==> config.mk <==
export PLATFORM = sky130hd
export DESIGN_NAME = hash_target_cmp_seq_flat
export DESIGN_NICKNAME = d
export VERILOG_FILES = /design/src/rtl/hash_target_cmp_seq_if.sv /design/src/rtl/hash_target_cmp_seq.sv /design/src/flat_wrapper.sv
export SDC_FILE = /design/constraint.sdc
export NUM_CORES = 2
export LEC_CHECK = 0
export CORE_AREA = 3 3 216 218
export DETAILED_ROUTE_END_ITERATION = 16
export DIE_AREA = 0 0 219 221
export DONT_BUFFER_PORTS = 1
export PLACE_DENSITY = 0.7
export SLEW_MARGIN = 5
export SYNTH_ARGS = -nofsm -noshare
export SYNTH_HDL_FRONTEND = slang
export SYNTH_SLANG_ARGS = --single-unit
export TNS_END_PERCENT = 1
==> constraint.sdc <==
create_clock -name clk -period 63.7 [get_ports clk]
set_input_delay 19.11 -clock clk [delete_from_list [all_inputs] [get_ports clk]]
set_output_delay 19.11 -clock clk [all_outputs]
set_load 0.02 [all_outputs]
==> src/rtl/hash_target_cmp_seq_if.sv <==
// Handshake and operand/result bundle between the nonce-search control and
// the sequential hash-versus-target comparator.
interface hash_target_cmp_seq_if #(
    parameter int unsigned NBYTES = 32,
    parameter int unsigned CW     = $clog2(NBYTES + 1)
);
    logic                  start;
    logic                  abort;
    logic [8*NBYTES-1:0]   hash_in;
    logic [8*NBYTES-1:0]   target_in;
    logic                  busy;
    logic                  done;
    logic                  res_valid;
    logic                  lt;
    logic                  eq;
    logic                  gt;
    logic                  hash_ok;
    logic [CW-1:0]         bytes_cmp;

    modport master (
        output start, abort, hash_in, target_in,
        input  busy, done, res_valid, lt, eq, gt, hash_ok, bytes_cmp
    );

    modport slave (
        input  start, abort, hash_in, target_in,
        output busy, done, res_valid, lt, eq, gt, hash_ok, bytes_cmp
    );
endinterface

==> src/rtl/hash_target_cmp_seq.sv <==
// Sequential hash <= target check: latches both operands, then walks them MSB
// byte first through one 8-bit comparator, exiting on the first unequal byte.
module hash_target_cmp_seq #(
    parameter int unsigned NBYTES = 32,
    parameter int unsigned CW     = $clog2(NBYTES + 1)
) (
    input  logic                  clk,
    input  logic                  rst,
    hash_target_cmp_seq_if.slave  bus
);
    localparam int unsigned IW = $clog2(NBYTES);

    typedef enum logic [1:0] {IDLE, SCAN, DONE} state_t;

    state_t              state_q, state_d;
    logic [8*NBYTES-1:0] hash_q, tgt_q;
    logic [IW-1:0]       idx_q;
    logic [7:0]          hash_byte, tgt_byte;
    logic                byte_lt, byte_eq;
    logic                accept, finish;
    logic                res_valid_q, lt_q, eq_q, gt_q, hash_ok_q;
    logic [CW-1:0]       bytes_cmp_q;

    assign hash_byte = hash_q[{idx_q, 3'b000} +: 8];
    assign tgt_byte  = tgt_q[{idx_q, 3'b000} +: 8];
    assign byte_lt   = hash_byte < tgt_byte;
    assign byte_eq   = hash_byte == tgt_byte;

    always_comb begin
        state_d = state_q;
        accept  = 1'b0;
        finish  = 1'b0;
        case (state_q)
            IDLE, DONE: begin
                if (bus.start && !bus.abort) begin
                    state_d = SCAN;
                    accept  = 1'b1;
                end else begin
                    state_d = IDLE;
                end
            end
            SCAN: begin
                if (bus.abort) begin
                    state_d = IDLE;
                end else if (!byte_eq || idx_q == '0) begin
                    state_d = DONE;
                    finish  = 1'b1;
                end
            end
            default: state_d = IDLE;
        endcase
    end

    always_ff @(posedge clk or posedge rst) begin
        if (rst) begin
            state_q <= IDLE;
        end else begin
            state_q <= state_d;
        end
    end

    always_ff @(posedge clk or posedge rst) begin
        if (rst) begin
            hash_q      <= '0;
            tgt_q       <= '0;
            idx_q       <= '0;
            res_valid_q <= 1'b0;
            lt_q        <= 1'b0;
            eq_q        <= 1'b0;
            gt_q        <= 1'b0;
            hash_ok_q   <= 1'b0;
            bytes_cmp_q <= '0;
        end else if (accept) begin
            hash_q      <= bus.hash_in;
            tgt_q       <= bus.target_in;
            idx_q       <= IW'(NBYTES - 1);
            res_valid_q <= 1'b0;
            lt_q        <= 1'b0;
            eq_q        <= 1'b0;
            gt_q        <= 1'b0;
            hash_ok_q   <= 1'b0;
            bytes_cmp_q <= '0;
        end else if (finish) begin
            // Equal operands reach idx 0, so NBYTES-idx also covers the eq case.
            res_valid_q <= 1'b1;
            lt_q        <= byte_lt;
            eq_q        <= byte_eq;
            gt_q        <= !byte_lt && !byte_eq;
            hash_ok_q   <= byte_lt || byte_eq;
            bytes_cmp_q <= CW'(NBYTES) - CW'(idx_q);
        end else if (state_q == SCAN && !bus.abort) begin
            idx_q <= idx_q - 1'b1;
        end
    end

    assign bus.busy      = (state_q == SCAN);
    assign bus.done      = (state_q == DONE);
    assign bus.res_valid = res_valid_q;
    assign bus.lt        = lt_q;
    assign bus.eq        = eq_q;
    assign bus.gt        = gt_q;
    assign bus.hash_ok   = hash_ok_q;
    assign bus.bytes_cmp = bytes_cmp_q;
endmodule

==> src/flat_wrapper.sv <==
// flat-port wrapper written by rule: the top's interface ports become plain ports
module hash_target_cmp_seq_flat 
#(
    parameter int unsigned NBYTES = 32,
    parameter int unsigned CW     = $clog2(NBYTES + 1)
)
  (clk, rst, bus_start, bus_abort, bus_hash_in, bus_target_in, bus_busy, bus_done, bus_res_valid, bus_lt, bus_eq, bus_gt, bus_hash_ok, bus_bytes_cmp);
  hash_target_cmp_seq_if #(.NBYTES(NBYTES), .CW(CW)) bus_i ();
  input  logic clk;
  input  logic rst;
  input wire logic [$bits(bus_i.start)-1:0] bus_start;
  input wire logic [$bits(bus_i.abort)-1:0] bus_abort;
  input wire logic [$bits(bus_i.hash_in)-1:0] bus_hash_in;
  input wire logic [$bits(bus_i.target_in)-1:0] bus_target_in;
  output wire logic [$bits(bus_i.busy)-1:0] bus_busy;
  output wire logic [$bits(bus_i.done)-1:0] bus_done;
  output wire logic [$bits(bus_i.res_valid)-1:0] bus_res_valid;
  output wire logic [$bits(bus_i.lt)-1:0] bus_lt;
  output wire logic [$bits(bus_i.eq)-1:0] bus_eq;
  output wire logic [$bits(bus_i.gt)-1:0] bus_gt;
  output wire logic [$bits(bus_i.hash_ok)-1:0] bus_hash_ok;
  output wire logic [$bits(bus_i.bytes_cmp)-1:0] bus_bytes_cmp;
  assign bus_i.start = bus_start;
  assign bus_i.abort = bus_abort;
  assign bus_i.hash_in = bus_hash_in;
  assign bus_i.target_in = bus_target_in;
  assign bus_busy = bus_i.busy;
  assign bus_done = bus_i.done;
  assign bus_res_valid = bus_i.res_valid;
  assign bus_lt = bus_i.lt;
  assign bus_eq = bus_i.eq;
  assign bus_gt = bus_i.gt;
  assign bus_hash_ok = bus_i.hash_ok;
  assign bus_bytes_cmp = bus_i.bytes_cmp;
  hash_target_cmp_seq #(.NBYTES(NBYTES), .CW(CW)) u_core (.clk(clk), .rst(rst), .bus(bus_i));
endmodule
### After elaboration in Yosys (flattened, before gate mapping)

Index checks and enable logic that the tools add are counted.

* bits in registers: 530
* input port bits: 516
* output and inout bits: 13
* word-level logic and storage cells: 58

* add/sub/neg operators: 2
* magnitude comparators: 1
* eq/ne operators: 5
* shift-type cells: 2
* muxes and demuxes: 24
* reduce and logical (&&, ||, !) cells: 14

Operator list (count)
* 256-bit by 9-bit indexed part select with 8-bit output: 2
* 1-bit 2-to-1 mux: 16
* 5-bit 2-to-1 mux: 3
* 6-bit 2-to-1 mux: 2
* 8-bit equality test: 1
* 8-bit < comparator: 1
* 6-bit by 5-bit subtractor with 6-bit output, first input constant: 1
* 5-bit logical NOT: 1
* 5-bit by 1-bit subtractor with 5-bit output, second input constant: 1
* 2-bit 2-to-1 mux: 2
* 2-bit case mux with 2 select lines: 1
* 2-bit nonzero test: 2
* 1-bit logical AND: 3
* 1-bit logical NOT: 3
* 3-bit by 2-bit inequality test with 1-bit output, second input constant: 1
* 2-bit by 1-bit equality test with 1-bit output, second input constant: 1
* 2-bit equality test, second input constant: 1
* 2-bit logical NOT: 1
* 1-bit logical OR: 2
* 2-bit by 1-bit inequality test with 1-bit output, second input constant: 1
* 2-bit AND reduction: 1
* 2-bit OR reduction: 1

### Depth between registers and ports, before layout

* depth after elaboration: 9
* gate-level depth with buffers: 16
* mapped depth without buffers: 11

### Least setup slack after synthesis

OpenSTA, ideal clock, no wires.

* path type: input -> register
* start: input port bus_abort
* end: register u_core.tgt_q[239]
* library setup time: 117 ps
* arrival time: 20176 ps
* data required time: 63583 ps
* slack: 43407 ps
* stages: 6
* buffers on the path: 3
* cells stage by stage: or3b_1 clkbuf_1 clkbuf_1 clkbuf_1 nand2_1 nand2_1

* longest elaborated chain between the ends: 4

RTL lines
* start, declared: RTL line flat_wrapper.sv:12 `input wire logic [$bits(bus_i.abort)-1:0] bus_abort;`
* 1-bit logical NOT: RTL line hash_target_cmp_seq.sv:35 `if (bus.start && !bus.abort) begin`
* 1-bit logical AND: RTL line hash_target_cmp_seq.sv:35
* 1-bit 2-to-1 mux: RTL line hash_target_cmp_seq.sv:35
* 1-bit 2-to-1 mux: RTL line hash_target_cmp_seq.sv:33 `case (state_q)`
* end signal, assigned: RTL line hash_target_cmp_seq.sv:75 `tgt_q <= bus.target_in;`
* end, declared: RTL line hash_target_cmp_seq.sv:16 `logic [8*NBYTES-1:0] hash_q, tgt_q;`

Every way passes these cells.
A chain may end at the register's enable or synchronous reset.

### Worst setup path in the final report

* start: input port bus_start
* end: register u_core.tgt_q[211]

* longest elaborated chain between the ends: 3

RTL lines
* start, declared: RTL line flat_wrapper.sv:11 `input wire logic [$bits(bus_i.start)-1:0] bus_start;`
* 1-bit logical AND: RTL line hash_target_cmp_seq.sv:35
* 1-bit 2-to-1 mux: RTL line hash_target_cmp_seq.sv:35
* 1-bit 2-to-1 mux: RTL line hash_target_cmp_seq.sv:33

Every way passes these cells.

==> results.json <==
{
  "r2r_end": "u_core.bus.bytes_cmp[1]$_DFFE_PP0P_",
  "yosys_warnings": 0,
  "worstSetupStartpointType": "primary input",
  "clk_pin_slew_ns": 0.06,
  "required_ns": 64.23,
  "grt_max_degree": 213,
  "nets": 3129,
  "drt_iter0_drc": 1425,
  "ys_seq_elements": 530,
  "dp_hpwl_um": 49500,
  "cts_resized": 0,
  "die-area_um2": 48400,
  "critPathKind": "primary input to register",
  "cp_cell_sequence": "or3b_4 > buf_4 > buf_4 > buf_4 > nand2_1 > nand2_1",
  "startpoint": "bus_start",
  "synthToLayoutAreaGrowth_pct": 7.37,
  "synthFlopType": "dfrtp_1",
  "wire_per_inst_um": 21.7,
  "powerDensity_nw_per_um2": 32.2,
  "rsz0062_at_grt": "no",
  "syn_nets": 3224,
  "peakVddDrop_mv": 0.0257,
  "clock-sinks": 530,
  "final_common_cell": "nand2_1",
  "cts_tree": "built",
  "globalRouteOverflowTotal": 0,
  "die_w_um": 219,
  "mappedNetlistArea_um2": 24600,
  "viasPerCell": 5.63,
  "ios": 529,
  "timing.reg2reg.setup_slack_ns": 57.63,
  "clock_latency_ns": 0.62,
  "clock.fmax_mhz": 45.0,
  "multi_input_area_um2": 10400,
  "seq_area_um2": 13300,
  "hp-start": "u_core.hash_q[220]$_DFFE_PP0P_",
  "crit_end": "u_core.tgt_q[211]$_DFFE_PP0P_",
  "wl_um": 70400,
  "max_stage_delay_ns": 0.89,
  "antenna_found_initial": 7,
  "dr.pass1.iters": 7,
  "status": "finished clean",
  "cts_max_level": 2,
  "core_um2": 45100,
  "drc": 0,
  "finalHoldViolCount": 0,
  "tns_ns": 0,
  "reg2reg_from": "u_core.idx_q[0]$_DFFE_PP0P_",
  "cp_slowest_cell": "buf_4",
  "vias": 18300,
  "fin_crit_sh_pct": 34.9,
  "drive_above_1_share_pct": 7.53,
  "setup_violations": 0,
  "arrival_ns": 22.77,
  "ff2ff_path_depth": 12,
  "grt_usage_pct": 28.9,
  "grt_pass1_wl_um": 108000,
  "max-slew-margin-rel_pct": 21.2,
  "ant_nets": 0,
  "skew_ns": 0.0253,
  "cts_setup_buffers": 0,
  "worst_setup_path_end_kind": "register",
  "gp_congestion": 0.849,
  "leakagePower_nw": 14.4,
  "min_period_ns": 22.23,
  "fillers": 3945,
  "critPathMaxFanout": 99,
  "start_util_pct": 54.6,
  "cts_hold_buf": 0,
  "clockBufferDepth": 3,
  "async_flop_share_pct": 100,
  "cts_root_buf": "clkbuf_16",
  "final_cell_mix": "nand2_1 (1608), dfrtp_1 (525), mux2i_1 (96)",
  "finalMaxSlewViolations": 0,
  "first_global_vias": 18900,
  "placed_cell_area_um2": 24600,
  "synth-edff-count": 0,
  "worst_pin_slew_ns": 1.17,
  "synthCells": 2698,
  "die_h_um": 221,
  "hp-class": "register to register",
  "synth.distinct_cells": 50,
  "fp-row-count": 78,
  "path_common_cell": "buf_4",
  "stdcell_area_um2": 26400,
  "cts_buffers": 55,
  "synth_area_per_cell_um2": 9.12,
  "portBuffers": 0,
  "yosysSeqAreaShare_pct": 53.9,
  "cap_violations": 0
}
[how the worst min path moves through the flow]
stage | depth (start not counted) | to
2_1_floorplan | 2 | u_core.hash_q[107]$_DFFE_PP0P_
3_3_place_gp | 2 | u_core.hash_q[247]$_DFFE_PP0P_
3_5_place_dp | 2 | u_core.tgt_q[198]$_DFFE_PP0P_
4_1_cts | 2 | u_core.tgt_q[198]$_DFFE_PP0P_
5_1_grt | 2 | u_core.hash_q[161]$_DFFE_PP0P_
6_report | 2 | u_core.hash_q[220]$_DFFE_PP0P_
[where the power goes]
group	internal, mW	switching, mW
logic	0.0460	0.0650
registers	0.388	0.0297
clock network	0.186	0.135
total	0.620	0.230
[cell usage after synthesis, types with 3 or more instances]
cell / number / share of area, %
buf_6: 8 / 0.37
nor3b_1: 3 / 0.092
o22a_1: 3 / 0.11
nand3_1: 5 / 0.10
a221oi_2: 10 / 0.61
buf_1: 4 / 0.061
and2_1: 12 / 0.31
ha_1: 10 / 0.51
a221oi_1: 27 / 0.96
nor2b_1: 4 / 0.10
a211oi_1: 24 / 0.73
buf_4: 6 / 0.18
buf_12: 5 / 0.41
buf_8: 4 / 0.24
and3_1: 4 / 0.10
inv_1: 4 / 0.061
a21oi_1: 13 / 0.26
mux4_1: 15 / 1.6
o22ai_1: 18 / 0.46
nand2_1: 1608 / 25
o21ai_0: 14 / 0.28
dfrtp_1: 530 / 54
mux2i_1: 96 / 3.9
a22oi_1: 3 / 0.092
a221o_1: 6 / 0.24
buf_2: 67 / 1.4
mux4_2: 65 / 5.9
nor2_1: 23 / 0.35
clkbuf_1: 78 / 1.2
[state kept, by name, indices dropped and copies added, names as in the netlist]
signal,count
u_core.hash_q,256
u_core.tgt_q,256
u_core.bus.bytes_cmp,6
u_core.idx_q,5
u_core.state_q,2
u_core.bus.eq,1
u_core.bus.gt,1
u_core.bus.hash_ok,1
u_core.bus.lt,1
u_core.bus.res_valid,1
[metrics by stage]
stage          setup WS, ns  utilization (%)  total power, mW  instances  hold WS [ns]
2_1_floorplan         29.78                -            0.502       2698         0.437
3_3_place_gp          41.04             54.6            0.526       3146         0.450
3_5_place_dp          40.93             54.6            0.534       3146         0.455
4_1_cts               41.57             58.6            0.856       3244         0.470
5_1_grt               41.18             58.6            0.891       3250         0.484
6_report              41.47             58.6            0.850       3250         0.470
[worst max-delay path, delay by kind of cell]
family	cells	cell delay [ns]
AND/OR/NAND/NOR	3	1.04
buffers and inverters	3	2.46
[cell type report]
| class | count | area share (%) |
|---|---|---|
| Antenna cell | 6 | 0.0568 |
| Sequential cell | 530 | 50.3 |
| Clock buffer | 82 | 6.09 |
| Clock inverter | 16 | 0.696 |
| Timing Repair Buffer | 21 | 0.644 |
| Multi-Input combinational cell | 1990 | 39.3 |
| Inverter | 5 | 0.0995 |
| Tap cell | 600 | 2.84 |
[metal layers]
metal	up-vias	share of wire, %	global-route usage (%)
met4	2	3.8	12.3
met5	-	0.018	0
met1	9028	39	36.8
met2	635	49	47.1
met3	135	7.9	7.47
li1	8496	-	-
[logic make-up (layout without fill, tap and decap cells)]
kind of cell / Yosys count / in the layout / share of synthesized area, %
other cells: 0 / 6 / 0
fa+ha+maj: 10 / 10 / 0.508
buf+inv: 178 / 124 / 3.92
simple gates: 1673 / 1673 / 26.0
xor+xnor: 2 / 2 / 0.0712
flops: 530 / 530 / 53.9
compound gates: 129 / 129 / 4.12
mux: 176 / 176 / 11.5
Power figures use the tool's default switching activity.
